File: src/rtl/tangram_piece_arbiter_if.sv
// Bus between the user-input front end and tangram_piece_arbiter.
// The master drives switch/button levels; the slave returns grant, step pulses and scramble pulses.
interface tangram_piece_arbiter_if #(
    parameter int N_PIECES = 7
);
    logic [N_PIECES-1:0] select_sw;
    logic [3:0]          move_btn;
    logic                rotate;
    logic                scramble_req;
    logic                frame_tick;
    logic [N_PIECES-1:0] piece_sel;
    logic [3:0]          move_step;
    logic                rotate_pulse;
    logic [N_PIECES-1:0] disturb_flag;
    logic                busy;

    modport master (
        output select_sw, move_btn, rotate, scramble_req, frame_tick,
        input  piece_sel, move_step, rotate_pulse, disturb_flag, busy
    );

    modport slave (
        input  select_sw, move_btn, rotate, scramble_req, frame_tick,
        output piece_sel, move_step, rotate_pulse, disturb_flag, busy
    );
endinterface

File: src/rtl/tangram_piece_arbiter.sv
// tangram_piece_arbiter: grants one tangram piece at a time, turns move/rotate
// presses into single-cycle steps for that piece, and sequences the scramble
// command as one disturb pulse per piece spaced GAP cycles apart.
// Optional feature: define TANGRAM_AUTOREPEAT_EN to add frame-based move auto-repeat.
module tangram_piece_arbiter #(
    parameter int N_PIECES           = 7,
    parameter int GAP                = 10,
    parameter int FIRST_DELAY_FRAMES = 20,
    parameter int REPEAT_FRAMES      = 8
) (
    input logic clk,
    input logic reset,
    tangram_piece_arbiter_if.slave bus
);
    localparam int IDX_W = (N_PIECES > 1) ? $clog2(N_PIECES) : 1;

    typedef enum logic [1:0] {S_IDLE, S_RUN, S_HOLD} state_t;

    state_t              r_state, w_state_nxt;
    logic [7:0]          r_cnt;
    logic [IDX_W-1:0]    r_idx;

    logic [3:0]          r_move, r_move_d;
    logic                r_rot, r_rot_d;
    logic                r_scr, r_scr_d;

    logic [N_PIECES-1:0] r_piece_sel;
    logic [3:0]          r_move_step;
    logic                r_rotate_pulse;

    logic [N_PIECES-1:0] w_cand;
    logic [N_PIECES-1:0] w_disturb;
    logic [3:0]          w_rise, w_first, w_rep_step, w_step;
    logic                w_freeze, w_active, w_busy;
    logic                w_scr_rise, w_cnt_done, w_last;

    // Lowest-index set bit of the switches; all-zero when no switch is up.
    assign w_cand = bus.select_sw & (~bus.select_sw + {{(N_PIECES-1){1'b0}}, 1'b1});

    // Grant is held while any gesture is in progress or a scramble is running.
    assign w_freeze = (|bus.move_btn) | bus.rotate | w_busy;
    assign w_active = (|r_piece_sel) & ~w_busy;

    assign w_rise     = r_move & ~r_move_d;
    assign w_first    = w_rise & (~w_rise + 4'd1);
    assign w_scr_rise = r_scr & ~r_scr_d;
    assign w_cnt_done = (r_cnt == 8'(GAP - 1));
    assign w_last     = (r_idx == IDX_W'(N_PIECES - 1));

    // Input sampling plus one delayed copy for rising-edge detection.
    always_ff @(posedge clk or posedge reset) begin
        if (reset) begin
            r_move   <= '0;
            r_move_d <= '0;
            r_rot    <= 1'b0;
            r_rot_d  <= 1'b0;
            r_scr    <= 1'b0;
            r_scr_d  <= 1'b0;
        end else begin
            r_move   <= bus.move_btn;
            r_move_d <= r_move;
            r_rot    <= bus.rotate;
            r_rot_d  <= r_rot;
            r_scr    <= bus.scramble_req;
            r_scr_d  <= r_scr;
        end
    end

    // Grant register: follows the candidate unless frozen.
    always_ff @(posedge clk or posedge reset) begin
        if (reset) begin
            r_piece_sel <= '0;
        end else if (!w_freeze) begin
            r_piece_sel <= w_cand;
        end
    end

`ifdef TANGRAM_AUTOREPEAT_EN
    logic [7:0] r_frm;
    logic       r_rep;
    logic [7:0] w_thr;
    logic       w_hold, w_fire;

    // Counting only while exactly one button has been steadily held since its first step.
    assign w_hold = (r_move != 4'd0) && ((r_move & (r_move - 4'd1)) == 4'd0)
                    && (r_move == r_move_d) && !w_busy;
    assign w_thr  = r_rep ? 8'(REPEAT_FRAMES) : 8'(FIRST_DELAY_FRAMES);
    assign w_fire = w_hold && bus.frame_tick && (({1'b0, r_frm} + 9'd1) >= {1'b0, w_thr});
    assign w_rep_step = w_fire ? r_move : 4'd0;

    // Saturating frame counter; restarts after each repeat step, clears when the hold breaks.
    always_ff @(posedge clk or posedge reset) begin
        if (reset) begin
            r_frm <= 8'd0;
            r_rep <= 1'b0;
        end else if (!w_hold) begin
            r_frm <= 8'd0;
            r_rep <= 1'b0;
        end else if (bus.frame_tick) begin
            if (w_fire) begin
                r_frm <= 8'd0;
                r_rep <= 1'b1;
            end else if (r_frm != 8'hFF) begin
                r_frm <= r_frm + 8'd1;
            end
        end
    end
`else
    logic w_unused;

    assign w_rep_step = 4'd0;
    assign w_unused   = ^{bus.frame_tick, 8'(FIRST_DELAY_FRAMES), 8'(REPEAT_FRAMES)};
`endif

    // Press edges and repeat steps never coincide: a repeat needs an unchanged level.
    assign w_step = w_first | w_rep_step;

    // Registered step/rotate pulses, gated by a valid grant and no scramble.
    always_ff @(posedge clk or posedge reset) begin
        if (reset) begin
            r_move_step    <= 4'd0;
            r_rotate_pulse <= 1'b0;
        end else begin
            r_move_step    <= w_active ? w_step : 4'd0;
            r_rotate_pulse <= w_active & r_rot & ~r_rot_d;
        end
    end

    // Scramble FSM state register.
    always_ff @(posedge clk or posedge reset) begin
        if (reset) r_state <= S_IDLE;
        else       r_state <= w_state_nxt;
    end

    // Scramble spacing counter and piece index; IDLE preloads both to zero.
    always_ff @(posedge clk or posedge reset) begin
        if (reset) begin
            r_cnt <= 8'd0;
            r_idx <= '0;
        end else if (r_state == S_RUN) begin
            if (w_cnt_done) begin
                r_cnt <= 8'd0;
                r_idx <= r_idx + IDX_W'(1);
            end else begin
                r_cnt <= r_cnt + 8'd1;
            end
        end else begin
            r_cnt <= 8'd0;
            r_idx <= '0;
        end
    end

    // Scramble FSM next state; HOLD waits for release so one press gives one sequence.
    always_comb begin
        w_state_nxt = r_state;
        case (r_state)
            S_IDLE:  if (w_scr_rise) w_state_nxt = S_RUN;
            S_RUN:   if (w_cnt_done && w_last) w_state_nxt = S_HOLD;
            S_HOLD:  if (!r_scr) w_state_nxt = S_IDLE;
            default: w_state_nxt = S_IDLE;
        endcase
    end

    // Scramble FSM outputs: busy during RUN, one disturb pulse per elapsed gap.
    always_comb begin
        w_busy    = (r_state == S_RUN);
        w_disturb = '0;
        if ((r_state == S_RUN) && w_cnt_done) w_disturb[r_idx] = 1'b1;
    end

    assign bus.piece_sel    = r_piece_sel;
    assign bus.move_step    = r_move_step;
    assign bus.rotate_pulse = r_rotate_pulse;
    assign bus.disturb_flag = w_disturb;
    assign bus.busy         = w_busy;
endmodule

File: src/flat_wrapper.sv
// flat-port wrapper written by rule: the top's interface ports become plain ports
module tangram_piece_arbiter_flat 
#(
    parameter int N_PIECES           = 7,
    parameter int GAP                = 10,
    parameter int FIRST_DELAY_FRAMES = 20,
    parameter int REPEAT_FRAMES      = 8
)
  (clk, reset, bus_select_sw, bus_move_btn, bus_rotate, bus_scramble_req, bus_frame_tick, bus_piece_sel, bus_move_step, bus_rotate_pulse, bus_disturb_flag, bus_busy);
  tangram_piece_arbiter_if #(.N_PIECES(N_PIECES)) bus_i ();
  input logic clk;
  input logic reset;
  input wire logic [$bits(bus_i.select_sw)-1:0] bus_select_sw;
  input wire logic [$bits(bus_i.move_btn)-1:0] bus_move_btn;
  input wire logic [$bits(bus_i.rotate)-1:0] bus_rotate;
  input wire logic [$bits(bus_i.scramble_req)-1:0] bus_scramble_req;
  input wire logic [$bits(bus_i.frame_tick)-1:0] bus_frame_tick;
  output wire logic [$bits(bus_i.piece_sel)-1:0] bus_piece_sel;
  output wire logic [$bits(bus_i.move_step)-1:0] bus_move_step;
  output wire logic [$bits(bus_i.rotate_pulse)-1:0] bus_rotate_pulse;
  output wire logic [$bits(bus_i.disturb_flag)-1:0] bus_disturb_flag;
  output wire logic [$bits(bus_i.busy)-1:0] bus_busy;
  assign bus_i.select_sw = bus_select_sw;
  assign bus_i.move_btn = bus_move_btn;
  assign bus_i.rotate = bus_rotate;
  assign bus_i.scramble_req = bus_scramble_req;
  assign bus_i.frame_tick = bus_frame_tick;
  assign bus_piece_sel = bus_i.piece_sel;
  assign bus_move_step = bus_i.move_step;
  assign bus_rotate_pulse = bus_i.rotate_pulse;
  assign bus_disturb_flag = bus_i.disturb_flag;
  assign bus_busy = bus_i.busy;
  tangram_piece_arbiter #(.N_PIECES(N_PIECES), .GAP(GAP), .FIRST_DELAY_FRAMES(FIRST_DELAY_FRAMES), .REPEAT_FRAMES(REPEAT_FRAMES)) u_core (.clk(clk), .reset(reset), .bus(bus_i));
endmodule
File: config.mk
export PLATFORM = sky130hd
export DESIGN_NAME = tangram_piece_arbiter_flat
export DESIGN_NICKNAME = d
export VERILOG_FILES = /design/src/rtl/tangram_piece_arbiter_if.sv /design/src/rtl/tangram_piece_arbiter.sv /design/src/flat_wrapper.sv
export SDC_FILE = /design/constraint.sdc
export NUM_CORES = 1
export LEC_CHECK = 0
export ABC_AREA = 0
export ABC_CLOCK_PERIOD_IN_PS = 3530
export BUFFER_PORTS_ARGS = -buffer_cell sky130_fd_sc_hd__buf_4
export CAP_MARGIN = 10
export CORE_UTILIZATION = 59
export CTS_BUF_LIST = sky130_fd_sc_hd__clkbuf_4 sky130_fd_sc_hd__clkbuf_8
export CTS_CLUSTER_SIZE = 14
export DETAILED_ROUTE_END_ITERATION = 7
export PLACE_DENSITY_LB_ADDON = 0.1
export SETUP_SLACK_MARGIN = 0.05
export SLEW_MARGIN = 20
export SYNTH_ARGS = -nofsm -noshare
export SYNTH_HDL_FRONTEND = slang
export SYNTH_SLANG_ARGS = --single-unit
File: constraint.sdc
create_clock -name clk -period 3.53 [get_ports clk]
set_clock_uncertainty 0.2 [all_clocks]
set_input_delay 0.1765 -clock clk [delete_from_list [all_inputs] [get_ports clk]]
set_output_delay 0.1765 -clock clk [all_outputs]
set_load 0.05 [all_outputs]
==> results of run 1 <==
-- metal layers --
metal  GRT usage [%]  up-vias
met3            9.20        4
met1            29.7      590
met4            9.21        0
met5               0        -
li1                -      582
met2            48.3       32
-- worst max-delay path, cell delays in order (launching register included) --
cell and delay, ns:
dfrtp_1 0.41, inv_1 0.06, ha_1 0.16, nor4b_1 0.48, nand3_1 0.26, nor3_1 0.26
buf_4 0.24
-- sequential cells by signal (all words and copies together), names as in the netlist --
register,count
u_core.r_scr_d,1
u_core.r_move,4
u_core.r_scr,1
u_core.bus.piece_sel,7
u_core.r_state,2
u_core.r_cnt,8
u_core.r_idx,3
u_core.r_move_d,4
u_core.bus.move_step,4
u_core.bus.rotate_pulse,1
u_core.r_rot_d,1
u_core.r_rot,1
-- report_power, final --
group          total (mW)  switching [mW]  internal, mW
registers           0.574          0.0863         0.488
clock network       0.227           0.134        0.0933
logic               0.265           0.154         0.111
total                1.07           0.374         0.692
-- cell usage in the layout, fill, tap and decap left out, types with 2 or more instances in the layout --
| master | netlist | final |
|---|---|---|
| a21oi_1 | 7 | 7 |
| buf_4 | 0 | 35 |
| clkbuf_4 | 0 | 5 |
| dfrtp_1 | 37 | 37 |
| dlygate4sd3_1 | 0 | 10 |
| ha_1 | 4 | 4 |
| inv_1 | 7 | 7 |
| mux2_2 | 6 | 6 |
| nand2_1 | 7 | 7 |
| nand2b_1 | 4 | 4 |
| nand3_1 | 5 | 5 |
| nand4_1 | 2 | 2 |
| nor2_1 | 8 | 8 |
| nor2b_1 | 3 | 3 |
| nor3_1 | 7 | 7 |
| nor3b_1 | 3 | 3 |
| nor4_1 | 2 | 2 |
| nor4b_1 | 2 | 2 |
| o21ai_0 | 6 | 6 |
| or3_1 | 4 | 4 |
| or4_1 | 3 | 3 |
| xor2_1 | 2 | 2 |
-- metrics by stage --
| stage | hold slack (ns) | instance area [um2] |
|---|---|---|
| final | 0.0243 | 2000 |
| after global routing | 0.0267 | 2000 |
| after CTS | 0.0177 | 2000 |
| after detailed placement | 0.0940 | 1840 |
| after global placement | 0.0875 | 1840 |
| after floorplan | 0.00793 | 1550 |
-- path summary, 6_finish.rpt --
check | startpoint | to | slack, ns | cells after the start
min reg2reg | u_core.r_rot$_DFF_PP0_ | u_core.r_rot_d$_DFF_PP0_ | 0.17 | 0
min | bus_select_sw[1] | u_core.bus.piece_sel[1]$_DFFE_PP0N_ | 0.02 | 3
max | u_core.r_cnt[1]$_DFF_PP0_ | bus_disturb_flag[4] | 0.96 | 6
max reg2reg | u_core.r_cnt[1]$_DFF_PP0_ | u_core.r_cnt[4]$_DFF_PP0_ | 1.36 | 5
max in group asynchronous | reset | u_core.r_idx[1]$_DFFE_PP0P_ | 2.01 | 4
min in group asynchronous | reset | u_core.bus.piece_sel[3]$_DFFE_PP0N_ | 0.40 | 3
-- logic make-up after synthesis --
group,share of synthesized area [%]
and+or+nand+nor,21.6
DFF,59.7
AOI/OAI and AO/OA,6.53
adders and majority gates,3.23
xor gates and xnor gates,1.69
buffers and inverters,2.26
muxes,5.00
-- final cells by class --
class                      instances  area (um2)  area share (%)
timing repair buffer              45         363            18.1
clock inverter                     1        7.51           0.375
sequential                        37         926            46.3
multi-input combinational         89         591            29.5
tap                               30        37.5            1.88
inverter                           7        26.3            1.31
clock buffer                       6        51.3            2.56
-- what timing repair did --
action,in CTS,in global routing
hold endpoints to repair,32,0
setup buffers,0,0
hold buffers,10,0
==> impl_metrics.py, run 1 <==
metrics = {
    "run_status": {
        "status": "finished clean",
    },
    "setup_path": {
        "crit_path_max_fanout": 4,
        "path_class": "flop to output pin",
        "critPathCaptureType": "output pin",
        "required_ns": 3.15,
        "cp.arrival_ns": 2.20,
        "start_kind": "flop",
    },
    "clock_network": {
        "cts_max_level": 2,
        "cts_tree": "done",
        "clock_sinks": 37,
        "root_buffer": "clkbuf_4",
        "clk_path_buf_depth": 2,
        "clk_pin_slew_worst_paths_ns": 0.11,
        "clock_latency_ns": 0.33,
        "ctsResizeCount": 0,
        "cts_made_buffers": 5,
    },
    "placed_design": {
        "gp_congestion": 0.797,
        "place_ws_ns": 1.39,
        "port_buffers": 34,
        "dp_hpwl_um": 2310,
        "place_inst": 198,
    },
    "yosys": {
        "synth_warnings": 0,
        "post-synth-top-count-cell": "dfrtp_1",
        "syn_nets": 155,
        "avgSynthCellArea_um2": 11.5,
        "synth_top_cells_by_count": "dfrtp_1, nor2_1",
        "synth.distinct_cells": 35,
        "yosys_register_bits": 37,
        "yosysTopAreaCell": "dfrtp_1",
        "netlist_top_cells_area": "dfrtp_1, mux2_2, ha_1",
        "synth-edff-count": 0,
        "netlist_area_um2": 1550,
        "synth_ff_type": "dfrtp_1",
        "synthCells": 135,
        "synth-async-reset-ratio_pct": 100,
        "synth_top_area_share_pct": 59.7,
        "synth_sequential_area_ratio_pct": 59.7,
    },
    "route": {
        "top_layer": "met4",
        "wire_per_inst_um": 15.1,
        "finalWirelength_um": 3240,
        "drt-pass1-iter-count": 5,
        "met2_length_um": 1740,
        "drt_iter0_drc": 31,
        "vias": 1208,
        "met3_length_um": 155,
        "drtAntennaViolNets": 0,
        "vias_per_cell": 5.62,
        "drc_errors": 0,
        "drt-met1-wl_um": 1310,
    },
    "final_layout": {
        "fin_nets": 205,
        "nFillCells": 161,
        "final_layout_size_suffix_gt1_share_pct": 27.6,
        "final_cells": 215,
        "final_util_pct": 80.8,
        "antenna_cells": 0,
        "area_growth_pct": 29.0,
    },
    "timing": {
        "rsz0062_at_grt": "false",
        "worst_slew_pin_slew_ns": 0.917,
        "drv_slew": 0,
        "min_period_ns": 2.57,
        "finalCritPeriodShare_pct": 72.9,
        "layout_setup_ws_ns": 0.957,
        "fmax_ghz": 0.389,
        "tns_ns": 0,
        "hold_viol_final": 0,
        "setup_viol": 0,
        "relSlewSlack_pct": 38.8,
    },
    "global_route": {
        "first_global_vias": 1251,
        "antenna_found_initial": 0,
        "grt_pass1_wl_um": 5370,
        "grt_max_degree": 26,
        "track_usage_pct": 27.2,
        "grt_remaining_overflow": 0,
    },
    "pwr": {
        "finalPower_mw": 1.07,
        "irDropWorstVdd_mv": 0.467,
        "leakagePower_nw": 0.919,
        "cellPowerDensity_nw_per_um2": 532,
    },
    "job": {
        "maxCapViolCount": 0,
    },
    "die": {
        "placementRows": 18,
        "initial_core_util_pct": 62.6,
        "core_um2": 2480,
        "die_h_um": 53.3,
        "fp.dieW_um": 53.3,
        "dieArea_um2": 2840,
        "io_pins": 36,
    },
    "hold_path": {
        "hp-class": "input pin to flop",
    },
}
(Power assumes the default switching activity.)
==> inputs of run 2 (changes only) <==
--- a/config.mk
+++ b/config.mk
@@ -6,10 +6,10 @@
 export NUM_CORES = 1
 export LEC_CHECK = 0
 export ABC_AREA = 0
-export ABC_CLOCK_PERIOD_IN_PS = 3530
+export ABC_CLOCK_PERIOD_IN_PS = 2300
 export BUFFER_PORTS_ARGS = -buffer_cell sky130_fd_sc_hd__buf_4
 export CAP_MARGIN = 10
-export CORE_UTILIZATION = 59
+export CORE_UTILIZATION = 49
 export CTS_BUF_LIST = sky130_fd_sc_hd__clkbuf_4 sky130_fd_sc_hd__clkbuf_8
 export CTS_CLUSTER_SIZE = 14
 export DETAILED_ROUTE_END_ITERATION = 7
==> constraint.sdc (replaced) <==
create_clock -name clk -period 2.3 [get_ports clk]
set_clock_uncertainty 0.2 [all_clocks]
set_input_delay 0.115 -clock clk [delete_from_list [all_inputs] [get_ports clk]]
set_output_delay 0.115 -clock clk [all_outputs]
set_load 0.05 [all_outputs]
==> run 2 against run 1 <==
Final area grew 9.4%. Highest routed layer unchanged. Cell count grew 9.8%. Critical path type unchanged. Sequential power grew 58%. Clock-buffer cell count shrank 1. Global-route usage shrank 6.1 points. Critical path depth grew 1.
==> impl_metrics.py, run 2 (synthesis gave the netlist of run 1 again) <==
metrics = {
    "timing": {
        "tns_ns": 0,
        "relSlewSlack_pct": 69.7,
        "hold_viol_final": 0,
        "layout_setup_ws_ns": 0.135,
        "drv_slew": 0,
        "holdWs_ns": 0.0963,
        "fmax_ghz": 0.462,
        "worst_slew_pin_slew_ns": 0.450,
        "min_period_ns": 2.17,
        "setup_viol": 0,
        "finalCritPeriodShare_pct": 94.1,
        "rsz0062_at_grt": "true",
    },
    "route": {
        "drt_iter0_drc": 69,
        "drtAntennaViolNets": 0,
        "drt-pass1-iter-count": 4,
        "vias": 1229,
        "vias_per_cell": 5.21,
        "drc_errors": 0,
        "wire_per_inst_um": 13.1,
        "finalWirelength_um": 3100,
    },
    "clock_network": {
        "cts_made_buffers": 5,
        "clock_sinks": 37,
        "root_buffer": "clkbuf_4",
        "clk_path_buf_depth": 2,
        "cts_max_level": 2,
        "clk_pin_slew_worst_paths_ns": 0.11,
        "cts_tree": "done",
        "clock_latency_ns": 0.34,
    },
    "die": {
        "io_pins": 36,
        "die_h_um": 58.3,
        "initial_core_util_pct": 51.2,
        "dieArea_um2": 3400,
        "core_um2": 3030,
        "fp.dieW_um": 58.3,
        "placementRows": 20,
    },
    "global_route": {
        "track_usage_pct": 21.1,
        "grt_remaining_overflow": 0,
        "grt_pass1_wl_um": 5330,
        "first_global_vias": 1250,
        "antenna_found_initial": 0,
        "grt_max_degree": 38,
    },
    "run_status": {
        "status": "finished clean",
    },
    "pwr": {
        "cellPowerDensity_nw_per_um2": 869,
        "leakagePower_nw": 0.990,
        "irDropWorstVdd_mv": 0.517,
    },
    "final_layout": {
        "final_layout_size_suffix_gt1_share_pct": 33.3,
        "largest_reg_flops": 8,
        "antenna_cells": 0,
        "fin_nets": 211,
        "layout_commonest_cell": "dfrtp_1",
        "largest-register": "u_core.r_cnt",
        "final_cell_mix": "dfrtp_1, buf_4, dlygate4sd3_1",
        "area_growth_pct": 41.2,
    },
    "setup_path": {
        "critPathCaptureType": "output pin",
        "cp.arrival_ns": 1.85,
        "r2r.worst_path.cells": 5,
        "crit_path_max_fanout": 3,
        "start_kind": "flop",
        "reg2reg_slack_ns": 0.18,
        "path_class": "flop to output pin",
        "required_ns": 1.99,
    },
    "job": {
        "maxCapViolCount": 0,
    },
    "placed_design": {
        "port_buffers": 34,
        "place_ws_ns": 0.214,
        "gp_congestion": 0.736,
        "dp_hpwl_um": 2070,
    },
    "hold_path": {
        "hp-class": "input pin to flop",
        "hold_depth": 3,
    },
}
[run 2: changes by cell type in the layout (fill, tap and decap cells not counted), sizes merged]
cell / change
bufinv: +2
buf: +3
clkbuf: -1
clkinvlp: -1
clkinv: +1
dlygate4sd3: +3
[run 2: worst max-delay path, stage by stage, from the launching register on]
cell and delay (ns):
dfrtp_1 0.41, inv_1 0.06, ha_1 0.15, nor4b_2 0.19, buf_4 0.17, nand4_1 0.16, nor3_2 0.18, buf_6 0.18
[run 2: path summary, 6_finish.rpt]
kind | from | end
max reg2reg | u_core.r_cnt[1]$_DFF_PP0_ | u_core.r_idx[2]$_DFFE_PP0P_
min | bus_select_sw[6] | u_core.bus.piece_sel[6]$_DFFE_PP0N_
min reg2reg | u_core.r_move[2]$_DFF_PP0_ | u_core.r_move_d[2]$_DFF_PP0_
max in group asynchronous | reset | u_core.bus.move_step[2]$_DFF_PP0_
min in group asynchronous | reset | u_core.bus.piece_sel[5]$_DFFE_PP0N_
max | u_core.r_cnt[1]$_DFF_PP0_ | bus_disturb_flag[2]
[run 2: area by class of cell]
class / instances / area, um2
multi-input cells: 89 / 647
clock buffers: 5 / 37.5
flip-flops and latches: 37 / 926
inverters: 7 / 26.3
fillers: 219 / 837
repair buffers: 51 / 434
clock inverters: 3 / 65.1
well taps: 44 / 55.1
[run 2: what timing repair did]
item                                    in CTS  in global routing
endpoints found under the setup margin       4                  7
resized for setup                            3                  8
buffers inserted                             0                  0
hold endpoints to repair                    50                  0
hold buffers                                13                  0
pin swaps                                    0                  1
[run 2: routing by layer]
layer  up-vias  global-route usage [%]  part of all wire (%)
met3         8                    7.37                   4.3
li1        589                       -                     -
met2        26                    35.8                    53
met4         0                    8.84                   1.5
met1       606                    24.3                    41
met5         -                       0                     0
[run 2: stage by stage]
step / utilization [%] / cell area [um2] / total power [mW] / cells
floorplan: - / 1580 / 1.17 / 135
global placement: 63.1 / 1910 / 1.28 / 215
detailed placement: 63.1 / 1910 / 1.31 / 215
CTS: 71.2 / 2160 / 1.89 / 236
global route: 72.4 / 2190 / 2.00 / 236
finish: 72.4 / 2190 / 1.90 / 236
[run 2: where the power goes]
group	internal [mW]	switching, mW
clock network	0.336	0.214
registers	0.748	0.161
logic	0.198	0.246
